`src/rtl/bloom_pkg.sv`:
```
// Shared types and helpers for the Bloom lookup pipeline.
// The entry structs carry the default 24-bit string; the top's BYTE_W*STR_SIZE must match BLOOM_STR_W.
package bloom_pkg;

  localparam int BLOOM_BYTE_W   = 8;
  localparam int BLOOM_STR_SIZE = 3;
  localparam int BLOOM_STR_W    = BLOOM_BYTE_W * BLOOM_STR_SIZE;

  typedef enum logic {
    BLOOM_FILTER = 1'b0,
    BLOOM_TAG    = 1'b1
  } mode_t;

  typedef struct packed {
    logic [BLOOM_STR_W-1:0] data;
    mode_t                  mode;
  } lookup_entry_t;

  typedef struct packed {
    logic [BLOOM_STR_W-1:0] data;
    logic                   match;
  } result_entry_t;

  // Saturating increment of the low 'width' bits (width <= 64).
  function automatic logic [63:0] sat_inc(input logic [63:0] val, input int width);
    logic [63:0] max_val;
    max_val = (width >= 64) ? '1 : ((64'd1 << width) - 64'd1);
    return (val >= max_val) ? max_val : val + 64'd1;
  endfunction

endpackage

```
`src/rtl/bloom_result_fifo.sv`:
```
// First-word-fall-through FIFO; data visible the cycle after write, count exposed for credit accounting.
// Writes beyond capacity are refused; upstream credits guarantee that never happens.
module bloom_result_fifo #(
  parameter int WIDTH = 8,
  parameter int DEPTH = 4,
  localparam int CNT_W = $clog2(DEPTH + 1),
  localparam int PTR_W = (DEPTH > 1) ? $clog2(DEPTH) : 1
) (
  input  logic             clk_i,
  input  logic             srst_i,
  input  logic             i_wr_vld,
  input  logic [WIDTH-1:0] i_wr_dat,
  input  logic             i_rd_rdy,
  output logic             o_rd_vld,
  output logic [WIDTH-1:0] o_rd_dat,
  output logic [CNT_W-1:0] o_count
);

  logic [WIDTH-1:0] r_mem [DEPTH];
  logic [PTR_W-1:0] r_wr_ptr;
  logic [PTR_W-1:0] r_rd_ptr;
  logic [CNT_W-1:0] r_count;
  logic             w_wr;
  logic             w_rd;

  function automatic logic [PTR_W-1:0] ptr_inc(input logic [PTR_W-1:0] p);
    return (p == PTR_W'(DEPTH - 1)) ? '0 : p + PTR_W'(1);
  endfunction

  assign w_rd = i_rd_rdy && (r_count != '0);
  assign w_wr = i_wr_vld && ((r_count != CNT_W'(DEPTH)) || w_rd);

  always_ff @(posedge clk_i) begin
    if (w_wr) begin
      r_mem[r_wr_ptr] <= i_wr_dat;
    end
  end

  always_ff @(posedge clk_i) begin
    if (srst_i) begin
      r_wr_ptr <= '0;
      r_rd_ptr <= '0;
      r_count  <= '0;
    end else begin
      if (w_wr) r_wr_ptr <= ptr_inc(r_wr_ptr);
      if (w_rd) r_rd_ptr <= ptr_inc(r_rd_ptr);
      r_count <= r_count + CNT_W'(w_wr) - CNT_W'(w_rd);
    end
  end

  assign o_rd_vld = (r_count != '0);
  assign o_rd_dat = r_mem[r_rd_ptr];
  assign o_count  = r_count;

endmodule

```
`src/rtl/bloom_lookup_pipe.sv`:
```
// Issues per-hash LUT lookups, ANDs returned bits after LUT_RD_LAT and filters/tags strings; issue-to-output >= LUT_RD_LAT+1.
// ready_o is a credit: in-flight plus buffered entries never exceed FIFO_DEPTH, so LUT data is never dropped.
module bloom_lookup_pipe
  import bloom_pkg::*;
#(
  parameter int BYTE_W      = BLOOM_BYTE_W,
  parameter int STR_SIZE    = BLOOM_STR_SIZE,
  parameter int HASHES_CNT  = 6,
  parameter int HASH_W      = 12,
  parameter int LUT_RD_LAT  = 1,
  parameter int FIFO_DEPTH  = LUT_RD_LAT + 2,
  parameter int MATCH_CNT_W = 32
) (
  input  logic                         clk_i,
  input  logic                         srst_i,
  input  logic [BYTE_W*STR_SIZE-1:0]   data_i,
  input  logic [HASHES_CNT*HASH_W-1:0] hashes_i,
  input  logic                         mode_i,
  input  logic                         valid_i,
  output logic                         ready_o,
  output logic [HASHES_CNT*HASH_W-1:0] amm_masters_lut_address_o,
  input  logic [HASHES_CNT-1:0]        amm_masters_lut_readdata_i,
  output logic [BYTE_W*STR_SIZE-1:0]   suspect_string_data_o,
  output logic                         suspect_string_match_o,
  output logic                         suspect_string_valid_o,
  input  logic                         suspect_string_ready_i,
  input  logic                         clear_cnt_i,
  output logic [MATCH_CNT_W-1:0]       lookup_cnt_o,
  output logic [MATCH_CNT_W-1:0]       match_cnt_o
);

  localparam int RES_W = $bits(result_entry_t);
  localparam int CNT_W = $clog2(FIFO_DEPTH + 1);
  localparam int OCC_W = $clog2(FIFO_DEPTH + LUT_RD_LAT + 1);

  logic [LUT_RD_LAT-1:0]  r_dl_vld;
  lookup_entry_t          r_dl_ent [LUT_RD_LAT];
  logic [MATCH_CNT_W-1:0] r_lookup_cnt;
  logic [MATCH_CNT_W-1:0] r_match_cnt;

  logic                   w_issue;
  logic                   w_last_vld;
  lookup_entry_t          w_last_ent;
  logic                   w_match;
  logic                   w_fifo_wr;
  logic                   w_fifo_vld;
  logic [CNT_W-1:0]       w_fifo_cnt;
  logic [OCC_W-1:0]       w_occ;
  result_entry_t          w_res_in;
  result_entry_t          w_res_out;

  assign w_issue                   = valid_i && ready_o;
  assign amm_masters_lut_address_o = hashes_i;

  // Credits cover both in-flight lookups and buffered results.
  always_comb begin
    w_occ = OCC_W'(w_fifo_cnt);
    for (int i = 0; i < LUT_RD_LAT; i++) begin
      w_occ = w_occ + OCC_W'(r_dl_vld[i]);
    end
  end

  assign ready_o = !srst_i && (w_occ < OCC_W'(FIFO_DEPTH));

  always_ff @(posedge clk_i) begin
    if (srst_i) begin
      r_dl_vld <= '0;
    end else begin
      r_dl_vld[0] <= w_issue;
      for (int i = 1; i < LUT_RD_LAT; i++) begin
        r_dl_vld[i] <= r_dl_vld[i-1];
      end
    end
  end

  always_ff @(posedge clk_i) begin
    r_dl_ent[0] <= '{data: data_i, mode: mode_t'(mode_i)};
    for (int i = 1; i < LUT_RD_LAT; i++) begin
      r_dl_ent[i] <= r_dl_ent[i-1];
    end
  end

  assign w_last_vld = r_dl_vld[LUT_RD_LAT-1];
  assign w_last_ent = r_dl_ent[LUT_RD_LAT-1];
  assign w_match    = &amm_masters_lut_readdata_i;
  // Filtered misses are simply not written; their credit frees as the stage empties.
  assign w_fifo_wr  = w_last_vld && ((w_last_ent.mode == BLOOM_TAG) || w_match);
  assign w_res_in   = '{data: w_last_ent.data, match: w_match};

  bloom_result_fifo #(
    .WIDTH (RES_W),
    .DEPTH (FIFO_DEPTH)
  ) u_result_fifo (
    .clk_i    (clk_i),
    .srst_i   (srst_i),
    .i_wr_vld (w_fifo_wr),
    .i_wr_dat (w_res_in),
    .i_rd_rdy (suspect_string_ready_i),
    .o_rd_vld (w_fifo_vld),
    .o_rd_dat (w_res_out),
    .o_count  (w_fifo_cnt)
  );

  assign suspect_string_valid_o = w_fifo_vld;
  assign suspect_string_data_o  = w_res_out.data;
  assign suspect_string_match_o = w_res_out.match;

  always_ff @(posedge clk_i) begin
    if (srst_i || clear_cnt_i) begin
      r_lookup_cnt <= '0;
      r_match_cnt  <= '0;
    end else begin
      if (w_issue) begin
        r_lookup_cnt <= MATCH_CNT_W'(sat_inc(64'(r_lookup_cnt), MATCH_CNT_W));
      end
      if (w_last_vld && w_match) begin
        r_match_cnt <= MATCH_CNT_W'(sat_inc(64'(r_match_cnt), MATCH_CNT_W));
      end
    end
  end

  assign lookup_cnt_o = r_lookup_cnt;
  assign match_cnt_o  = r_match_cnt;

endmodule
```
`config.mk`:
```
export PLATFORM = sky130hd
export DESIGN_NAME = bloom_lookup_pipe
export DESIGN_NICKNAME = d
export VERILOG_FILES = /design/src/rtl/bloom_pkg.sv /design/src/rtl/bloom_result_fifo.sv /design/src/rtl/bloom_lookup_pipe.sv
export SDC_FILE = /design/constraint.sdc
export NUM_CORES = 1
export LEC_CHECK = 0
export ABC_AREA = 1
export CORE_MARGIN = 4
export CORE_UTILIZATION = 46
export CTS_CLUSTER_SIZE = 25
export DETAILED_ROUTE_END_ITERATION = 12
export PLACE_DENSITY = 0.8
export SLEW_MARGIN = 10
export SYNTH_ARGS = -nofsm -noshare
export SYNTH_HDL_FRONTEND = slang
export SYNTH_SLANG_ARGS = --single-unit
```
`constraint.sdc`:
```
create_clock -name clk_i -period 3.7 [get_ports clk_i]
set_input_delay 0.74 -clock clk_i [delete_from_list [all_inputs] [get_ports clk_i]]
set_output_delay 0.74 -clock clk_i [all_outputs]
set_load 0.05 [all_outputs]
```
==> metrics.md, run 1 <==
| Metric | Value |
|---|---|
| Status | `finished clean` |
| Commonest non-fill, non-tap cells in the layout | `nand2_1 (228), clkdlybuf4s50_1 (126), nor2_1 (118), dfxtp_1 (98), inv_1 (90)` |
| Clock Pin Slew Worst Setup and Hold Paths | `0.07 ns` |
| Post-detailed-route count of antenna-violating nets | `0` |
| Leakage dissipation | `3.67 nW` |
| Number of vias per cell | `5.03` |
| Commonest non-fill, non-tap cell in the layout | `nand2_1` |
| Fin util | `56.2%` |
| Placer Congestion | `0.936` |
| RSZ-0062 raised after global routing | `false` |
| Die ar. | `19800 sq um` |
| Initial antenna violation count | `0` |
| Worst Tran Pin Value | `0.688 ns` |
| Crit-path cells | `inv_2 -> nand2_1 -> a21oi_1 -> clkdlybuf4s50_1` |
| Worst-path fanout max | `25` |
| Largest net degree at the start of global routing | `35` |
| Max frequency | `0.299 GHz` |
| CTS HTree Levels | `4` |
| Routed wire length | `18.0 mm` |
| Pwr Density | `557 nW/um^2` |
| Endpoints failing hold | `0` |
| Number of remaining DRC errors | `0` |
| Critical path's slowest cell | `clkdlybuf4s50_1` |
| Total Power | `5.41 mW` |
| Switching share of power | `33.5%` |
| Clock Tree Buf Depth | `2` |
| Rel. slew slack | `54.1%` |
| Vias | `6302` |
| GR Util All Layers | `18.3%` |
| CP peak stage delay | `0.84 ns` |
| CTS tree | `done` |
| Kind of cell adding the most delay to the critical path | `buffers and inverters` |
| Effective utilization at floorplan | `46.9%` |
| Final setup viols | `0` |
| Synth area leader | `edfxtp_1` |
| TNS Setup | `0 ns` |
| Clock power frac | `34.6%` |
| Vias in the first global route | `6054` |
| Mapped Area | `8120 sq um` |
| Port-buffer cells | `126` |
| Global-route wire length before repair | `29.3 mm` |
| I/O pin total | `271` |
| Crit path buffers/inverters | `2` |
| MaxCap Viol Count | `0` |
| Mapped Nets | `1071` |
| Sw power | `1.81 mW` |
| Synth top area share | `27.8%` |
| Netlist cell types | `36` |
| Clock sink count | `173` |
| Critical path capture point type | `output port` |
| Non-filler cells, final | `1254` |
| Routed length per placed instance | `14.3 um` |
| CTS Buf Count | `17` |
| Combinational Power Share | `26.3%` |
| FF+latch count, synth | `173` |
| Synth-to-layout area growth | `19.7%` |
| Cell row count | `48` |
| Chip height | `141 um` |
| Met2 usage | `30.9%` |
| Clock Tree Root | `clkbuf_16` |
| CP Launch Type | `flip-flop` |
| Core Area | `17300 sq um` |
| Initial DRC Count | `279` |
| Critical path data arrival time | `2.61 ns` |
| # hold bufs at CTS | `0` |
| Crit Path Category | `flip-flop to output port` |
| Max VDD drop | `0.500 mV` |
| Post-cts gate resize count | `0` |
| Drt first pass iters | `5` |
| Post-Syn Area per Cell | `8.48 sq um` |
| Postcts setup bufs | `0` |
| Slew Viols, Final | `0` |
| Post-DP HPWL | `12.5 mm` |
| Warnings, synthesis | `0` |
| M3 GR Usage | `5.46%` |
| Clock Skews | `0.0110 ns` |
| Internal power | `3.60 mW` |
| Period utilization | `90.5%` |
| HP Class | `flip-flop to flip-flop` |
| Cell count after synthesis | `957` |
| Worst skew pair latency | `0.42 ns` |
| Die Wd | `141 um` |
| Crit path time final | `3.35 ns` |
| Met1 Use GR | `22.9%` |
| Dpl cells | `1222` |
| N_diodes | `0` |
| Busiest grt layer | `met2` |
| Sequential power share | `39.1%` |
| Nets | `1130` |
| Layout cell share with drive strength beyond 1 | `7.68%` |
| Total gr overflow | `0` |
| Worst EP required | `2.96 ns` |
| Synth area leaders | `edfxtp_1 (28%), dfxtp_1 (24%), nand2_1 (11%)` |
| Sequential share of the synthesized area | `51.9%` |
[flip-flops by register name, summed over array words and instances, names as in the netlist, named ones only]
name / flops
u_result_fifo.r_mem: 75
r_dl_vld: 1
u_result_fifo.r_rd_ptr: 2
lookup_cnt_o: 32
u_result_fifo.o_count: 2
u_result_fifo.r_wr_ptr: 2
match_cnt_o: 32
r_dl_ent: 25
[logic make-up after synthesis]
kind of cell,Yosys count,synth area share (%)
AO/OA/AOI/OAI,101,7.02
XOR/XNOR,22,2.37
adder cells (fa/ha/maj),6,0.925
buffers and inverters,191,12.4
flip-flops,173,51.9
AND/OR/NAND/NOR,464,25.3
[synth_stat cells]
| master | n |
|---|---|
| nand3_1 | 57 |
| clkinv_1 | 1 |
| buf_4 | 72 |
| or2_2 | 2 |
| buf_2 | 5 |
| and2_1 | 3 |
| o21bai_1 | 1 |
| a31oi_1 | 10 |
| o211a_1 | 1 |
| nor2_8 | 1 |
| clkbuf_1 | 17 |
| a21oi_2 | 7 |
| a211oi_1 | 1 |
| inv_2 | 4 |
| nand2_2 | 4 |
| a31oi_2 | 2 |
| nor2_2 | 7 |
| xor2_1 | 14 |
| nand4_2 | 1 |
| xnor2_1 | 8 |
| nand4_4 | 1 |
| nand3b_1 | 23 |
| nand3_2 | 1 |
| a21oi_1 | 70 |
| o21ai_0 | 9 |
| edfxtp_1 | 75 |
| ha_1 | 6 |
| nand4_1 | 9 |
| nor3_1 | 1 |
| nor2_1 | 121 |
| dfxtp_1 | 98 |
| nand2_1 | 228 |
| inv_1 | 90 |
| nor2_4 | 4 |
| nand3_4 | 1 |
| buf_6 | 2 |
[area by class of cell]
cell class | instances | area [sq um]
fill | 1530 | 7580
multi-input combinational | 593 | 2900
timing repair buffer | 136 | 1340
inverter | 95 | 357
tap | 225 | 282
clock inverter | 15 | 203
clock buffer | 17 | 425
sequential | 173 | 4210
[power groups by stage]
stage	clock, mW	combinational [mW]	sequential (mW)
final	1.87	1.42	2.12
after CTS	1.92	1.44	2.12
after detailed placement	0	1.43	2.16
after global routing	2.01	1.52	2.12
after global placement	0	1.42	2.15
after floorplan	0	1.18	2.13
[layer usage]
metal | part of all wire, % | routed length (um) | vias up
met3 | 7.4 | 1330 | 21
li1 | - | - | 3136
met1 | 43 | 7730 | 2907
met4 | 0.87 | 156 | 0
met2 | 49 | 8750 | 238
met5 | 0 | 0 | -
[worst register-to-register path: stages, from the launching register on]
cell,delay (ns)
dfxtp_1,0.35
ha_1,0.21
ha_1,0.26
nand2_1,0.16
nand3_4,0.16
nor2_8,0.21
nand4_4,0.44
nand3_1,0.25
nand2_1,0.07
inv_1,0.06
[path summary, 6_finish.rpt]
path	start	endpoint	slack, ns	depth (start not counted)
setup / recovery	flip-flop	suspect_string_data_o[9]	0.35	4
hold / removal	r_dl_ent[0][19]$_DFF_P_	u_result_fifo.r_mem[0][19]$_DFFE_PP_	0.45	0
hold reg to reg	r_dl_ent[0][19]$_DFF_P_	u_result_fifo.r_mem[0][19]$_DFFE_PP_	0.45	0
setup reg to reg	r_dl_vld$_SDFF_PP0_	lookup_cnt_o[28]$_SDFFE_PP0P_	1.49	9
[metrics by stage]
step           hold slack (ns)  instance area, sq um  worst slack (ns)
6_report                 0.446                  9720             0.353
5_1_grt                  0.460                  9720             0.181
4_1_cts                  0.450                  9720             0.314
3_5_place_dp             0.434                  9090             0.551
3_3_place_gp             0.422                  9090             0.547
2_1_floorplan            0.421                  8120             0.876
Power figures use the tool's default switching activity.
==> inputs of run 2 (changes only) <==
GPL_ROUTABILITY_DRIVEN = 1   (was unset)
==> results of run 2 <==
Same layout as run 1: the final DEF is identical, and so are final timing and power.
==> inputs of run 3 (changes only) <==
GPL_ROUTABILITY_DRIVEN = 0   (was 1)
==> metrics.md, run 3 (synthesized netlist as in run 1, its figures left out) <==
| Metric | Value |
|---|---|
| Status | `finished clean` |
| Die Wd | `141 um (unchanged)` |
| Leakage dissipation | `3.68 nW (+0.12%)` |
| Effective utilization at floorplan | `46.9% (unchanged)` |
| # hold bufs at CTS | `0 (unchanged)` |
| Internal power | `3.55 mW (-1.3%)` |
| Largest net degree at the start of global routing | `31 (-11%)` |
| Slew Viols, Final | `0 (unchanged)` |
| Clock Tree Root | `clkbuf_16` |
| Final WS setup | `0.516 ns (+0.163 ns)` |
| Initial antenna violation count | `0 (unchanged)` |
| Initial DRC Count | `354 (+27%)` |
| CTS HTree Levels | `4 (unchanged)` |
| CTS Buf Count | `17 (unchanged)` |
| Number of vias per cell | `5.01 (-0.30%)` |
| Clock Pin Slew Worst Setup and Hold Paths | `0.06 ns (about the same)` |
| Post-DP HPWL | `12.6 mm (+0.62%)` |
| Clock sink count | `173 (unchanged)` |
| CTS tree | `done` |
| MaxCap Viol Count | `0 (unchanged)` |
| Reg-to-reg startpoint | `r_dl_vld$_SDFF_PP0_` |
| Die ar. | `19800 sq um (unchanged)` |
| Clock Skews | `0.0137 ns (+0.00265 ns)` |
| Sw power | `1.80 mW (-0.48%)` |
| Pwr Density | `551 nW/um^2 (-1.0%)` |
| Critical path's slowest cell | `clkdlybuf4s50_1` |
| CP Launch Type | `flip-flop` |
| Final setup viols | `0 (unchanged)` |
| Vias in the first global route | `5964 (-1.5%)` |
| Fin util | `56.2% (unchanged)` |
| Hold Path Depth | `0 (unchanged)` |
| Routed length per placed instance | `14.3 um (about the same)` |
| Critical path data arrival time | `2.44 ns (-0.17 ns)` |
| Synth-to-layout area growth | `19.7% (unchanged)` |
| Sequential power share | `39.4% (+0.3 points)` |
| Max frequency | `0.314 GHz (+5.1%)` |
| Largest register FFs | `75 (unchanged)` |
| Core Area | `17300 sq um (unchanged)` |
| Drt first pass iters | `6 (+1)` |
| Routed wire length | `18.0 mm (+0.13%)` |
| Total gr overflow | `0 (unchanged)` |
| TNS Setup | `0 ns (unchanged)` |
| Commonest non-fill, non-tap cell in the layout | `nand2_1` |
| Postcts setup bufs | `0 (unchanged)` |
| Reg with most FFs | `u_result_fifo.r_mem` |
| Vias | `6293 (-0.14%)` |
| Clock Tree Buf Depth | `2 (unchanged)` |
| Crit-path cells | `buf_4 -> a21oi_1 -> a21oi_1 -> clkdlybuf4s50_1` |
| Port-buffer cells | `126 (unchanged)` |
| HP Class | `flip-flop to flip-flop` |
| DP Worst Slack | `0.546 ns (-0.00577 ns)` |
| Rel. slew slack | `63.3% (+9.2 points)` |
| Clock power frac | `34.0% (-0.6 points)` |
| Switching share of power | `33.7% (+0.19 points)` |
| Worst-path fanout max | `17 (-32%)` |
| Critical path capture point type | `output port` |
| Most used cell, CP | `a21oi_1` |
| RSZ-0062 raised after global routing | `false` |
| Global-route wire length before repair | `28.9 mm (-1.6%)` |
| I/O pin total | `271 (unchanged)` |
| CP peak stage delay | `0.85 ns (about the same)` |
| Number of remaining DRC errors | `0 (unchanged)` |
| GR Util All Layers | `18.0% (-0.30 points)` |
| Worst EP required | `2.96 ns (about the same)` |
| Endpoints failing hold | `0 (unchanged)` |
| Period utilization | `86.1% (-4.4 points)` |
| Chip height | `141 um (unchanged)` |
| Worst skew pair latency | `0.43 ns (about the same)` |
| Cell row count | `48 (unchanged)` |
| N_diodes | `0 (unchanged)` |
| Post-detailed-route count of antenna-violating nets | `0 (unchanged)` |
| Crit path time final | `3.18 ns (-0.163 ns)` |
| Layout cell share with drive strength beyond 1 | `7.95% (+0.28 points)` |
| Combinational Power Share | `26.7% (+0.4 points)` |
| Total Power | `5.35 mW (-1.0%)` |
| Max VDD drop | `0.429 mV (-14%)` |
| Worst Tran Pin Value | `0.549 ns (-0.139 ns)` |
| Commonest non-fill, non-tap cells in the layout | `nand2_1 (228), clkdlybuf4s50_1 (126), nor2_1 (118), dfxtp_1 (98), inv_1 (90)` |
| Nets | `1132 (+0.18%)` |
| Hold Path Origin | `r_dl_ent[0][17]$_DFF_P_` |
| Post-cts gate resize count | `0 (unchanged)` |
| R2R cell count | `9 (unchanged)` |
| Crit Path Category | `flip-flop to output port` |
run 3: cell types whose count changed in the layout (fill, tap and decap cells not counted), sizes merged:
cell,delta
buf,+2
clkinv,-1
bufinv,-1
clkbuf,+1
inv,+1
run 3: metal layers:
metal	part of all wire (%)	vias up	GRT usage [%]	routed length [um]
li1	-	3145	-	-
met4	1.8	0	6.22	318
met3	7.1	38	5.63	1280
met5	0	-	0	0
met2	48	207	30.0	8610
met1	43	2903	22.3	7780
run 3: worst paths after layout:
| path | end | slack, ns |
|---|---|---|
| worst min register to register | u_result_fifo.r_mem[1][17]$_DFFE_PP_ | 0.45 |
| worst max-delay path | suspect_string_data_o[9] | 0.52 |
| worst max register to register | lookup_cnt_o[28]$_SDFFE_PP0P_ | 1.50 |
| worst min-delay path | u_result_fifo.r_mem[1][17]$_DFFE_PP_ | 0.45 |
run 3: power by group through the flow:
stage / logic [mW] / registers [mW] / clock network (mW)
after floorplan: 1.18 / 2.13 / 0
after global placement: 1.43 / 2.15 / 0
after detailed placement: 1.44 / 2.15 / 0
after CTS: 1.44 / 2.11 / 1.86
after global routing: 1.53 / 2.11 / 1.96
final: 1.43 / 2.11 / 1.82
run 3: worst max-delay path, delay by kind of cell (launching register included):
kind            cells  cell delay [ns]
compound gates      2             0.32
buf+inv             2             1.17
flops               1             0.54
run 3: stage by stage:
stage                     cells  hold WS [ns]  area [sq um]
after floorplan             957         0.421          8120
after CTS                  1256         0.448          9720
after detailed placement   1224         0.432          9100
after global routing       1256         0.464          9720
final                      1256         0.448          9720
after global placement     1224         0.423          9100
run 3: final cells by class:
class,instances,area (sq um)
clock buffers,18,439
clock inverters,14,174
fillers,1553,7580
inverters,95,357
multi-input cells,593,2900
flip-flops and latches,173,4210
well taps,225,282
repair buffers,138,1350
